`config.mk`:
```
export PLATFORM = sky130hd
export DESIGN_NAME = output_buffer_flat
export DESIGN_NICKNAME = d
export VERILOG_FILES = /design/src/rtl/output_buffer_if.sv /design/src/rtl/output_buffer.sv /design/src/flat_wrapper.sv
export SDC_FILE = /design/constraint.sdc
export NUM_CORES = 1
export LEC_CHECK = 0
export ABC_AREA = 0
export CORE_MARGIN = 1.5
export CORE_UTILIZATION = 35
export DETAILED_ROUTE_END_ITERATION = 6
export DONT_BUFFER_PORTS = 1
export SLEW_MARGIN = 20
export SYNTH_ARGS = -nofsm -noshare
export SYNTH_HDL_FRONTEND = slang
export SYNTH_SLANG_ARGS = --single-unit
```
`constraint.sdc`:
```
create_clock -name clk -period 7.78 [get_ports clk]
set_clock_uncertainty 0.1 [all_clocks]
set_input_delay 1.167 -clock clk [delete_from_list [all_inputs] [get_ports clk]]
set_output_delay 1.167 -clock clk [all_outputs]
set_load 0.01 [all_outputs]
```
`src/rtl/output_buffer_if.sv`:
```
// Host-side read port of the SHA-256 output buffer.
// Carries the eight core hash words, the load enable, the word select and the registered read data.
interface output_buffer_if #(
  parameter int WIDTH = 32
);
  logic [3:0]       addr;
  logic             en;
  logic [WIDTH-1:0] in_A;
  logic [WIDTH-1:0] in_B;
  logic [WIDTH-1:0] in_C;
  logic [WIDTH-1:0] in_D;
  logic [WIDTH-1:0] in_E;
  logic [WIDTH-1:0] in_F;
  logic [WIDTH-1:0] in_G;
  logic [WIDTH-1:0] in_H;
  logic [WIDTH-1:0] out_var;

  modport master (
    output addr, en, in_A, in_B, in_C, in_D, in_E, in_F, in_G, in_H,
    input  out_var
  );

  modport slave (
    input  addr, en, in_A, in_B, in_C, in_D, in_E, in_F, in_G, in_H,
    output out_var
  );
endinterface

```
`src/rtl/output_buffer.sv`:
```
// Snapshot bank for the eight SHA-256 hash words (A..H) with a registered
// one-word read mux. With en high, the live word is bypassed to the output on the load edge.
module output_buffer #(
  parameter int          WIDTH  = 32,
  parameter int unsigned NWORDS = 8
) (
  input logic           clk,
  input logic           rst,
  output_buffer_if.slave bus
);

  logic [WIDTH-1:0] bank [1:NWORDS];
  logic [WIDTH-1:0] live [1:NWORDS];
  logic [WIDTH-1:0] live_sel;
  logic [WIDTH-1:0] bank_sel;
  logic [WIDTH-1:0] out_q;

  always_comb begin
    live[1] = bus.in_A;
    live[2] = bus.in_B;
    live[3] = bus.in_C;
    live[4] = bus.in_D;
    live[5] = bus.in_E;
    live[6] = bus.in_F;
    live[7] = bus.in_G;
    live[8] = bus.in_H;
  end

  // Addresses outside 1..NWORDS match no entry and fall through to zero.
  always_comb begin
    live_sel = '0;
    bank_sel = '0;
    for (int unsigned k = 1; k <= NWORDS; k++) begin
      if (bus.addr == 4'(k)) begin
        live_sel = live[k];
        bank_sel = bank[k];
      end
    end
  end

  always_ff @(posedge clk) begin
    if (rst) begin
      for (int unsigned k = 1; k <= NWORDS; k++) begin
        bank[k] <= '0;
      end
      out_q <= '0;
    end else if (bus.en) begin
      for (int unsigned k = 1; k <= NWORDS; k++) begin
        bank[k] <= live[k];
      end
      out_q <= live_sel;
    end else begin
      out_q <= bank_sel;
    end
  end

  assign bus.out_var = out_q;

endmodule

```
`src/flat_wrapper.sv`:
```
// flat-port wrapper written by rule: the top's interface ports become plain ports
module output_buffer_flat 
#(
  parameter int          WIDTH  = 32,
  parameter int unsigned NWORDS = 8
)
  (clk, rst, bus_addr, bus_en, bus_in_A, bus_in_B, bus_in_C, bus_in_D, bus_in_E, bus_in_F, bus_in_G, bus_in_H, bus_out_var);
  output_buffer_if #(.WIDTH(WIDTH)) bus_i ();
  input logic clk;
  input logic rst;
  input wire logic [$bits(bus_i.addr)-1:0] bus_addr;
  input wire logic [$bits(bus_i.en)-1:0] bus_en;
  input wire logic [$bits(bus_i.in_A)-1:0] bus_in_A;
  input wire logic [$bits(bus_i.in_B)-1:0] bus_in_B;
  input wire logic [$bits(bus_i.in_C)-1:0] bus_in_C;
  input wire logic [$bits(bus_i.in_D)-1:0] bus_in_D;
  input wire logic [$bits(bus_i.in_E)-1:0] bus_in_E;
  input wire logic [$bits(bus_i.in_F)-1:0] bus_in_F;
  input wire logic [$bits(bus_i.in_G)-1:0] bus_in_G;
  input wire logic [$bits(bus_i.in_H)-1:0] bus_in_H;
  output wire logic [$bits(bus_i.out_var)-1:0] bus_out_var;
  assign bus_i.addr = bus_addr;
  assign bus_i.en = bus_en;
  assign bus_i.in_A = bus_in_A;
  assign bus_i.in_B = bus_in_B;
  assign bus_i.in_C = bus_in_C;
  assign bus_i.in_D = bus_in_D;
  assign bus_i.in_E = bus_in_E;
  assign bus_i.in_F = bus_in_F;
  assign bus_i.in_G = bus_in_G;
  assign bus_i.in_H = bus_in_H;
  assign bus_out_var = bus_i.out_var;
  output_buffer #(.WIDTH(WIDTH), .NWORDS(NWORDS)) u_core (.clk(clk), .rst(rst), .bus(bus_i));
endmodule
```
Yosys cells after proc, flatten, opt, wreduce, memory -nomap -nowiden --
Memory sizes are Yosys's and may differ from the RTL's. Cells that the tools add are included.
Operators by class: mux-type cells 30, bitwise operators 8, equality and inequality tests 8
Operator list (number):
- $mux W32 | 25
- $eq A4 B3 Y1 const B | 4
- $eq A4 B2 Y1 const B | 2
- $or A1 B1 Y1 | 8
- $mux W1 | 5
- $eq A4 B1 Y1 const B | 1
- $eq A4 B4 Y1 const B | 1
Storage, ports and cells: memory bits (writable) 256, output and inout bits 32, bits in registers 32, memories kept 1, word-level logic and storage cells 48, bits of input ports 263
Memories:
- u_core.bank | words 8, width 32, rd ports 8, clocked after memory_dff 0, write ports 8, line output_buffer.sv:12 | logic [WIDTH-1:0] bank [1:NWORDS];

Logic depth before layout (Yosys ltp) --
depth in word-level cells 10, mapped depth 8, depth with buffers taken out 5

Worst setup path before layout --
OpenSTA, ideal clock, no wires.
path kind input -> register, start in rst, end reg u_core.bank[0][100] (netlist name), stages 4, path slack 0.323 ns, arrival time 6.752 ns, cells stage by stage clkbuf_1 > clkbuf_1 > nor2_1 > inv_1
RTL lines:
- start, declared | line flat_wrapper.sv:10 | input logic rst;

Worst setup path after layout --
start in bus_addr[1], end reg u_core.out_q[3] (netlist: u_core.bus.out_var[3])
Between the ends: cells in the longest elaborated chain, start to end 10, elaborated cells on any way between the ends 25, those cells by class eq/ne: 8; mux: 17
Ends and longest elaborated chain:
- start, declared | line flat_wrapper.sv:11 | input wire logic [$bits(bus_i.addr)-1:0] bus_addr;
- $eq A4 B1 Y1 | line output_buffer.sv:34 | if (bus.addr == 4'(k)) begin
- $mux W32 (8 in series) | line output_buffer.sv:34
- $mux W32 * | line output_buffer.sv:47 | end else if (bus.en) begin
- end signal, assigned | line output_buffer.sv:51 | out_q <= live_sel;
- end signal, assigned | line output_buffer.sv:53 | out_q <= bank_sel;
- end, declared | line output_buffer.sv:16 | logic [WIDTH-1:0] out_q;
Every way passes the cells marked *; elsewhere a longest branch is shown, timed or not. A chain may end at the register's enable or synchronous reset.

==> impl_metrics.ini <==
[sta]
rsz0062_at_grt = false
fmaxAchievable_ghz = 0.318
period_share_pct = 40.4
setup_viol = 0
worst_pin_slew_ns = 1.07
slew_headroom_pct = 28.0
setup_tns_ns = 0
fin_crit_ns = 3.15
hold_violations = 0
maxSlewViolCount = 0

[setup_path]
crit_path_start_kind = primary input
r2r-start = u_core.bank[0][123]$_SDFFCE_PN0P_
r2r_slack_ns = 5.94
reg2reg_depth = 4
crit_fanout = 127
path_delay_family = simple AND/OR/NAND/NOR gates
cp_data_required_time_ns = 8.13
max_stage_delay_ns = 0.99
criticalPathCategory = primary input to flop
rr_endpoint = u_core.bus.out_var[27]$_SDFF_PP0_
crit_buf_inv = 0
crit_slowest_cell = nor2b_2
crit_arrival_ns = 3.49
critPathCaptureType = flop
crit_path_cell_trace = nor4b_4 > nor2b_2 > a22oi_1 > o31ai_1

[hold_path]
hold_class = flop to flop
hold_end = u_core.bus.out_var[20]$_SDFF_PP0_
whs_path_depth = 2
min_from = u_core.bank[0][276]$_SDFFCE_PN0P_

[route]
drtAntennaViolNets = 0
vias_per_cell = 5.67
wire_per_inst_um = 27.0
num_vias = 9832
first_iter_violations = 899
first_pass_iters = 5
drc = 0
wl_um = 46800

[cts]
clk_root_buffer_cell = clkbuf_16
cts_made_buffers = 34
cts_setup_buffers = 0
cts.repair.resized = 0
cts_sinks = 288
cts_tree = done
clkTransAtPathRegs_ns = 0.06
cts.path.max_buffers = 3
ctsHoldBuffers = 0
htree_num_levels = 2
clk_latency_ns = 0.54

[power_and_ir_drop]
p_int_mw = 2.87
p_comb_share_pct = 8.0
irDropWorstVdd_uv = 149
clockPowerShare_pct = 42.0
power_mw = 3.74
seqPwrFrac_pct = 49.9
switchingPower_mw = 0.867
switching_share_pct = 23.2
powerDensity_nw_per_um2 = 231
leakage_nw = 6.16

[synthesis]
ys_warn_count = 0
syn_area_per_cell_um2 = 12.0
synth_fp_nets = 1500
synth_edf_count = 256
async_reset_ff_share_pct = 0
ys_seq_area_share_pct = 55.9
synth_ff_type = edfxtp_1
synth-seq-cells = 288
synth_area_um2 = 14900
synth_cell_types = 46
synthCells = 1237

[job]
drv_cap = 0

[place]
postPlaceCellArea_um2 = 15100
dp_hpwl_um = 31400
io_buffer_count = 0
gp_congestion = 0.884

[cells_and_area]
fin_nets = 1431
fillers = 4047
drive_gt1_share_pct = 7.55
area_growth_pct = 8.47
design_area_um2 = 16200

[global_routing]
grt_overflow = 0
grt_pass1_vias = 9831
antenna_found_initial = 5
grt_usage_pct = 20.7
grt_max_degree = 143
grt_pass1_wl_um = 65900

[die]
ioPinCount = 295
die_area_um2 = 43800
die_w_um = 209
coreArea_um2 = 41900
die_y_um = 209
row_count = 75
start_util_pct = 35.5

[outcome]
status = completed
synthesized netlist by cell type, types with 19 or more instances:
cell type	number	area [µm²]
edfxtp_1	256	7690
a221oi_1	31	272
a21oi_1	87	435
inv_1	19	71.3
dfxtp_1	32	641
a221o_1	31	310
buf_2	30	150
mux2_1	50	563
nor2_1	34	128
nand3_1	20	100
mux2i_1	99	991
nand2_1	32	120
o21ai_0	24	120
clkbuf_1	55	206
and2_1	239	1500
a211oi_1	45	338
layout by cell type, fill, tap and decap left out, drive strengths merged, types with 2 or more instances in the layout:
| master | count |
|---|---|
| a211o | 17 |
| a211oi | 45 |
| a21oi | 88 |
| a221o | 31 |
| a221oi | 31 |
| a22oi | 2 |
| a2bb2oi | 5 |
| a31oi | 14 |
| and2 | 239 |
| and2b | 2 |
| buf | 8 |
| clkbuf | 51 |
| clkinv | 6 |
| dfxtp | 32 |
| diode | 3 |
| edfxtp | 256 |
| inv | 21 |
| mux2 | 68 |
| mux2i | 99 |
| nand2 | 33 |
| nand2b | 18 |
| nand3 | 20 |
| nor2 | 35 |
| nor2b | 7 |
| o21ai | 27 |
| o221ai | 14 |
| o22ai | 11 |
| or2 | 2 |
per-layer routing:
metal	part of all wire, %	routed length (µm)	global-route usage [%]	vias up
met5	0.10	48	0	-
met4	3.7	1730	8.17	6
met3	11	5240	8.65	92
met2	50	23600	36.6	394
met1	35	16200	21.8	4840
li1	-	-	-	4500
flip-flops by register name, summed over array words and instances, names as in the netlist:
register,cells
u_core.bank,256
u_core.bus.out_var,32
power groups by stage:
stage          registers (mW)  clock network, mW  logic [mW]
3_3_place_gp             1.90                  0       0.301
3_5_place_dp             1.90                  0       0.305
2_1_floorplan            1.89                  0       0.270
4_1_cts                  1.87               1.59       0.306
6_report                 1.87               1.57       0.301
5_1_grt                  1.88               1.65       0.329
metrics by stage:
stage	hold slack (ns)	util [%]	setup WS, ns	cells
global route	0.502	38.5	4.51	1733
detailed placement	0.472	35.9	4.01	1671
CTS	0.492	38.5	4.56	1731
global placement	0.465	35.9	4.15	1671
finish	0.487	38.5	4.63	1734
floorplan	0.454	-	0.323	1237
layout make-up:
class | instances | area (µm²) | share of cell area [%]
clock inverters | 9 | 88.8 | 0.550
repair buffers | 8 | 60.1 | 0.372
inverters | 19 | 78.8 | 0.488
clock buffers | 51 | 995 | 6.16
flip-flops and latches | 288 | 8330 | 51.5
diodes | 3 | 7.51 | 0.0465
multi-input cells | 817 | 5920 | 36.7
well taps | 539 | 674 | 4.17
worst reg2reg max path: cells and delay by family, from the launching register on:
kind / cells / cell delay (ns)
compound gates: 3 / 0.96
mux: 1 / 0.30
flops: 1 / 0.35
logic make-up after synthesis:
| group | after synthesis | share of synthesized area [%] |
|---|---|---|
| flops | 288 | 55.9 |
| compound gates | 290 | 13.7 |
| buf+inv | 132 | 4.44 |
| mux | 167 | 11.8 |
| simple gates | 360 | 14.1 |
worst max path at each step:
stage	startpoint	slack (ns)	endpoint	cells past startpoint
final	bus_addr[1]	4.63	u_core.bus.out_var[3]$_SDFF_PP0_	4
after global routing	bus_addr[0]	4.51	u_core.bus.out_var[3]$_SDFF_PP0_	4
after CTS	bus_en	4.56	u_core.bank[0][156]$_SDFFCE_PN0P_	3
after detailed placement	bus_en	4.01	u_core.bank[0][156]$_SDFFCE_PN0P_	3
after global placement	bus_en	4.15	u_core.bank[0][285]$_SDFFCE_PN0P_	3
after floorplan	rst	0.32	u_core.bank[0][100]$_SDFFCE_PN0P_	4
(Power assumes the default switching activity.)
